===== config.mk =====
export PLATFORM = sky130hd
export DESIGN_NAME = mul_div_unit
export DESIGN_NICKNAME = d
export VERILOG_FILES = /design/src/rtl/md_pkg.sv /design/src/rtl/md_step.sv /design/src/rtl/mul_div_unit.sv
export SDC_FILE = /design/constraint.sdc
export NUM_CORES = 1
export LEC_CHECK = 0
export ABC_AREA = 1
export CAP_MARGIN = 30
export CORE_ASPECT_RATIO = 0.6
export CORE_UTILIZATION = 30
export DETAILED_ROUTE_END_ITERATION = 10
export PLACE_DENSITY = 0.5
export SLEW_MARGIN = 20
export SYNTH_ARGS = -nofsm -noshare
export SYNTH_HDL_FRONTEND = slang
export SYNTH_SLANG_ARGS = --single-unit

===== constraint.sdc =====
create_clock -name clock -period 5.26 [get_ports clock]
set_input_delay 0.789 -clock clock [delete_from_list [all_inputs] [get_ports clock]]
set_output_delay 0.789 -clock clock [all_outputs]
set_load 0.03 [all_outputs]

===== src/rtl/md_pkg.sv =====
// Shared definitions for the iterative multiply/divide stage: op codes,
// FSM encoding and default widths.
package md_pkg;

  localparam int DEF_WIDTH      = 16;
  localparam int DEF_REG_ADDR_W = 3;

  typedef enum logic [1:0] {
    MD_MULLO = 2'b00,
    MD_MULHI = 2'b01,
    MD_DIV   = 2'b10,
    MD_MOD   = 2'b11
  } md_op_t;

  typedef enum logic [1:0] {
    ST_IDLE = 2'b00,
    ST_RUN  = 2'b01,
    ST_WB   = 2'b10
  } md_state_t;

  // DIV/MOD share op[1]=1; MULHI/MOD take the upper half of the accumulator.
  function automatic logic op_is_div(input md_op_t op);
    return op[1];
  endfunction

endpackage


===== src/rtl/md_step.sv =====
// One radix-2 iteration: shift-add for multiply, compare-subtract-shift
// (restoring) for divide. Accumulator is {hi, lo}, each W bits.
module md_step
  import md_pkg::*;
#(
  parameter int W = DEF_WIDTH
) (
  input  logic [2*W-1:0] acc,
  input  logic [W-1:0]   opnd,
  input  md_op_t         op,
  output logic [2*W-1:0] acc_next
);

  logic [W:0] sum;
  logic [W:0] shifted;
  logic [W:0] diff;

  always_comb begin
    sum      = {1'b0, acc[2*W-1:W]} + {1'b0, (acc[0] ? opnd : {W{1'b0}})};
    shifted  = acc[2*W-1:W-1];
    diff     = shifted - {1'b0, opnd};
    acc_next = {sum, acc[W-1:1]};
    if (op_is_div(op)) begin
      // Borrow out of the W+1-bit subtract means the divisor did not fit.
      if (!diff[W]) acc_next = {diff[W-1:0], acc[W-2:0], 1'b1};
      else          acc_next = {shifted[W-1:0], acc[W-2:0], 1'b0};
    end
  end

endmodule


===== src/rtl/mul_div_unit.sv =====
// Iterative unsigned multiply/divide stage: latches operands on start, runs
// WIDTH radix-2 steps, then issues a single register-file write.
module mul_div_unit
  import md_pkg::*;
#(
  parameter int WIDTH      = DEF_WIDTH,
  parameter int REG_ADDR_W = DEF_REG_ADDR_W
) (
  input  logic                  clock,
  input  logic                  reset,
  input  logic                  start,
  input  logic [1:0]            op,
  input  logic [WIDTH-1:0]      a,
  input  logic [WIDTH-1:0]      b,
  input  logic [REG_ADDR_W-1:0] dest,
  output logic                  busy,
  output logic                  write,
  output logic [REG_ADDR_W-1:0] addw,
  output logic [WIDTH-1:0]      wd,
  output logic                  done,
  output logic                  div_zero
);

  localparam int CW = $clog2(WIDTH);

  md_state_t             state_q, state_d;
  logic [CW-1:0]         cnt_q, cnt_d;
  logic [2*WIDTH-1:0]    acc_q, acc_d;
  logic [WIDTH-1:0]      b_q, b_d;
  md_op_t                op_q, op_d;
  logic [REG_ADDR_W-1:0] dest_q, dest_d;
  logic [2*WIDTH-1:0]    acc_step;

  md_step #(.W(WIDTH)) u_step (
    .acc      (acc_q),
    .opnd     (b_q),
    .op       (op_q),
    .acc_next (acc_step)
  );

  always_comb begin
    state_d = state_q;
    cnt_d   = cnt_q;
    acc_d   = acc_q;
    b_d     = b_q;
    op_d    = op_q;
    dest_d  = dest_q;
    case (state_q)
      ST_IDLE: begin
        if (start) begin
          // Multiplier and dividend both start in the low half.
          acc_d   = {{WIDTH{1'b0}}, a};
          b_d     = b;
          op_d    = md_op_t'(op);
          dest_d  = dest;
          cnt_d   = '0;
          state_d = ST_RUN;
        end
      end
      ST_RUN: begin
        acc_d = acc_step;
        cnt_d = cnt_q + 1'b1;
        if (cnt_q == CW'(WIDTH-1)) state_d = ST_WB;
      end
      ST_WB:   state_d = ST_IDLE;
      default: state_d = ST_IDLE;
    endcase
  end

  always_ff @(posedge clock or negedge reset) begin
    if (!reset) begin
      state_q <= ST_IDLE;
      cnt_q   <= '0;
      acc_q   <= '0;
      b_q     <= '0;
      op_q    <= MD_MULLO;
      dest_q  <= '0;
    end else begin
      state_q <= state_d;
      cnt_q   <= cnt_d;
      acc_q   <= acc_d;
      b_q     <= b_d;
      op_q    <= op_d;
      dest_q  <= dest_d;
    end
  end

  always_comb begin
    busy     = (state_q != ST_IDLE);
    write    = (state_q == ST_WB);
    done     = write;
    addw     = write ? dest_q : '0;
    wd       = '0;
    div_zero = write && op_is_div(op_q) && (b_q == '0);
    if (write) wd = op_q[0] ? acc_q[2*WIDTH-1:WIDTH] : acc_q[WIDTH-1:0];
  end

endmodule


==> results of run 1 <==
metal layers:
metal,global-route usage,part of all wire,wire length [µm]
met5,0,0,0
met2,0.2591,0.36,6212
met1,0.3355,0.56,9540
met3,0.04012,0.067,1133
met4,0.03444,0.0086,146
cells by family after synthesis:
family,count (synthesis),share of synthesized area
buffers and inverters,173,0.1315
and+or+nand+nor,381,0.3081
xor gates and xnor gates,12,0.02030
adders and majority gates,35,0.08748
DFF,59,0.2852
AOI/OAI and AO/OA,161,0.1675
through the flow:
stage               worst slack [ns]    util  cells
finish                         1.616  0.3817   1105
global route                   1.584  0.3817   1105
CTS                            1.704  0.3817   1105
detailed placement             2.096  0.3624   1089
global placement               2.036  0.3624   1089
floorplan                      2.642       -    821
state kept, by name, indices dropped and copies added, names as in the netlist:
signal	count
op_q	2
acc_q	32
state_q	2
dest_q	3
cnt_q	4
b_q	16
layout make-up:
cell class              count  area [µm²]  area share
clock buffers              10       229.0     0.03629
clock inverters             6       90.09     0.01428
inverters                 144       540.5     0.08566
multi-input cells         589        3020      0.4787
flip-flops and latches     59        1476      0.2340
well taps                 228       285.3     0.04521
repair buffers             69       668.1      0.1059
how the worst max path moves through the flow:
stage                           to  slack [ns]
after global routing      div_zero        1.58
final                     div_zero        1.62
after global placement    div_zero        2.04
after detailed placement  div_zero        2.10
after CTS                 div_zero        1.70
after floorplan             wd[10]        2.64
layout by cell type, fill, tap and decap left out, types with 2 or more instances in the layout:
master             n
nand2_1          258
inv_1            143
o21ai_0           81
clkdlybuf4s50_1   61
dfrtp_1           59
a21oi_1           56
nand3_1           50
nor2_1            38
ha_1              33
a22oi_1           16
nand2_2           12
clkbuf_16          9
xor2_1             7
buf_4              7
nand3b_1           5
xnor2_1            5
nand4_1            4
nor3_1             4
nor4_1             2
and2_1             2
o21bai_1           2
fa_1               2
clkinv_4           2
bufinv_16          2
worst max-delay path: cells and delay by family, from the launching register on:
family                 cells  cell delay [ns]
AND/OR/NAND/NOR            3             1.36
buffers and inverters      1             0.76
flip-flops                 1             0.40
==> out/metrics.csv, run 1 <==
metric,value,unit
worst hold stages,1,
Main synth FF type,dfrtp_1,
routability congestion estimate,0.8750,
Fill cells,1801,
post_cts resized,0,
DRT antenna net count,0,
Yosys top cell area share,0.2852,
#FFs+latches synth,59,
vias in the first global route,4943,
post-detail-place hpwl,12.79,mm
"Clk Latency, worst-skew pair",0.34,ns
syn avg cell area,6.306,µm²
crit path from,b_q[14]$_DFFE_PN0P_,
drt wl/cell,15.41,µm
hold_buf cts,0,
final wirelength,17.03,mm
status,"complete, no violations",
Gate Count Post-Synth,821,
Commonest cells post-synth,"258 x nand2_1, 143 x inv_1, 81 x o21ai_0",
max-slew violations,0,
CORE AREA,0.01653,mm²
Synth warnings,0,
worst-case reg-to-reg path depth,18,
Inserted Diodes,0,
Worst Path Max Fanout,3,
first-pass GRT wire length,27.54,mm
largest net degree at the start of global routing,60,
Worst Path Required,4.47,ns
crit path time final,3.644,ns
Final Hold Vio Count,0,
die area,0.01781,mm²
antenna violations before repair,0,
clock skew,0.01093,ns
Cell Rows,36,
Hold/Removal Path Class,reg2reg,
port bufs,62,
Area after DPL,0.005991,mm²
Layout area overhead,21.87,%
total I/O pin count,63,
Setup Crit Path Kind,reg2out,
Die H,103.8,µm
Die X,171.6,µm
H-tree depth,3,
Layout Nets,947,
via/cell ratio,4.767,
Max-slew headroom,0.4398,
"slowest stage delay, CP",0.76,ns
Starting Density,0.3132,
clk root buf,clkbuf_16,
Setup TNS Final,0,ns
most frequent cell after synthesis,nand2_1,
CTS tree,yes,
DR pass1 iterations,5,
max_cap viols,0,
design area,0.006310,mm²
reg2reg setup slack,2.43,ns
Post-route DRC,0,
initial DRC count,351,
"area leader, netlist",dfrtp_1,
Worst Hold Margin,0.5311,ns
CP startpoint kind,flop,
Max Freq,0.2744,GHz
Final Setup Violations,0,
Setup crit end kind,output port,
Post-synth EDFFs,0,
final period utilization,0.6927,
cells along the critical path,nor4_1 -> nand4_1 -> nor4_1 -> clkdlybuf4s50_1,
via count,5268,
post-synthesis sequential area ratio,0.2852,
Netlist cell types,38,
RSZ-0062 raised after global routing,false,
clock slew at reported path FFs,0.06,ns
Hold Startpoint,cnt_q[0]$_DFFE_PN0P_,
CP max-delay cell,clkdlybuf4s50_1,
worst r2r src,acc_q[0]$_DFFE_PN0P_,
gr ovfl total,0,
"top cells by area, synth","dfrtp_1 29%, nand2_1 19%, inv_1 10%",
Mapped Area,0.005177,mm²
crit path DAT,2.85,ns
Post-synth ARST share,1.000,
Mapped Nets,896,
Sink Count,59,
Worst Tran Pin Value,0.8402,ns
CTS Buf Count,9,
GR Util All Layers,0.2025,
Clock Path Buffers,2,
hold worst-path end,cnt_q[0]$_DFFE_PN0P_,
share of cells above drive strength 1,0.04675,
CP dominant cell by count,nor4_1,
reg2reg end,acc_q[25]$_DFFE_PN0P_,
setup bufs post-CTS,0,
Power of run 1 is left out: the tool's default activity adds up to more than one toggle a clock period on the data nets, which glitch-free logic cannot reach.
==> inputs of run 2 (changes only) <==
clock period = 3.37 ns   (was 5.26 ns; I/O delays follow)
==> out/metrics.csv, run 2 (same netlist as run 1, synthesis figures left out) <==
metric,value,unit
drt wl/cell,15.31,µm
Die X,171.6,µm
vias in the first global route,4749,
share of cells above drive strength 1,0.05000,
gr ovfl total,0,
Starting Density,0.3132,
Util after Layout,0.3816,
Worst Path Max Fanout,3,
CP startpoint kind,flop,
crit path time final,3.102,ns
Max-slew headroom,0.4393,
Final Hold Vio Count,0,
CP dominant cell by count,nor4_1,
H-tree depth,3,
Setup crit end kind,output port,
via count,5217,
Post-route DRC,0,
RSZ-0062 raised after global routing,false,
die area,0.01781,mm²
Final Setup Violations,0,
status,"complete, no violations",
port bufs,62,
post_cts resized,0,
CTS tree,yes,
antenna violations before repair,0,
Hold/Removal Path Class,in2async,
"slowest stage delay, CP",0.76,ns
max-slew violations,0,
first-pass GRT wire length,27.41,mm
DR pass1 iterations,6,
CP max-delay cell,clkdlybuf4s50_1,
CTS Buf Count,9,
Final Non-Filler Cells,1108,
routability congestion estimate,0.8957,
clock skew,0.008261,ns
initial DRC count,438,
clk root buf,clkbuf_16,
design area,0.006309,mm²
Layout area overhead,21.85,%
most frequent cells in the layout,"258 x nand2_1, 143 x inv_1, 81 x o21ai_0",
setup bufs post-CTS,0,
Top reg by flops,acc_q,
CORE AREA,0.01653,mm²
Layout Nets,950,
via/cell ratio,4.708,
final period utilization,0.9206,
"commonest non-fill, non-tap cell in the layout",nand2_1,
Setup TNS Final,0,ns
Inserted Diodes,0,
hold_buf cts,0,
Max Freq,0.3223,GHz
GR Util All Layers,0.2032,
crit path DAT,2.60,ns
Clock Path Buffers,2,
"Clk Latency, worst-skew pair",0.33,ns
total I/O pin count,63,
placed insts,1092,
Fill cells,1827,
Die H,103.8,µm
max_cap viols,0,
Setup Crit Path Kind,reg2out,
Cell Rows,36,
final wirelength,16.96,mm
post-detail-place hpwl,13.00,mm
max reg flops,32,
Area after DPL,0.006013,mm²
clock slew at reported path FFs,0.06,ns
DRT antenna net count,0,
Sink Count,59,
largest registers,"acc_q (32), b_q (16), cnt_q (4)",
cells along the critical path,nor4_1 -> nand4_1 -> nor4_1 -> clkdlybuf4s50_1,
Worst Tran Pin Value,0.8410,ns
largest net degree at the start of global routing,60,
Worst Path Required,2.86,ns
==> run 2: per-layer routing <==
layer  share of wire  track usage  vias up
li1                -            -     2707
met1            0.58       0.3442     2356
met2            0.36       0.2510      143
met3           0.056      0.04318       11
met4          0.0070      0.02934        0
met5               0            0        -
==> run 2: critical path, delay by kind of cell, from the launching register on <==
family	cells	cell delay (ns)
buffers and inverters	1	0.76
DFF	1	0.39
and+or+nand+nor	3	1.11
==> run 2: metrics by stage <==
| step | worst slack [ns] | hold slack [ns] |
|---|---|---|
| 2_1_floorplan | 1.036 | 0.2099 |
| 3_3_place_gp | 0.6584 | 0.5214 |
| 3_5_place_dp | 0.7195 | 0.5238 |
| 4_1_cts | 0.3381 | 0.3895 |
| 5_1_grt | 0.2009 | 0.4369 |
| 6_report | 0.2675 | 0.3325 |
==> run 2: path summary, 6_finish.rpt <==
kind | startpoint | endpoint | slack [ns] | cells after the start
worst max-delay path | b_q[14]$_DFFE_PN0P_ | div_zero | 0.27 | 4
worst min-delay path | reset | b_q[10]$_DFFE_PN0P_ | 0.33 | 2
worst max register to register | acc_q[0]$_DFFE_PN0P_ | acc_q[29]$_DFFE_PN0P_ | 0.85 | 17
worst min register to register | cnt_q[0]$_DFFE_PN0P_ | cnt_q[0]$_DFFE_PN0P_ | 0.53 | 1
max in group asynchronous | reset | dest_q[1]$_DFFE_PN0P_ | 2.45 | 2
min in group clock | cnt_q[0]$_DFFE_PN0P_ | cnt_q[0]$_DFFE_PN0P_ | 0.53 | 1
==> run 2: layout make-up <==
type                    count  area (µm²)  area share
inverters                 144       540.5     0.08568
clock buffers              11       242.7     0.03848
multi-input cells         589        3020      0.4788
repair buffers             72       690.7      0.1095
clock inverters             5       52.55    0.008330
well taps                 228       285.3     0.04522
flip-flops and latches     59        1476      0.2340
Power of run 2 is left out for the same reason.
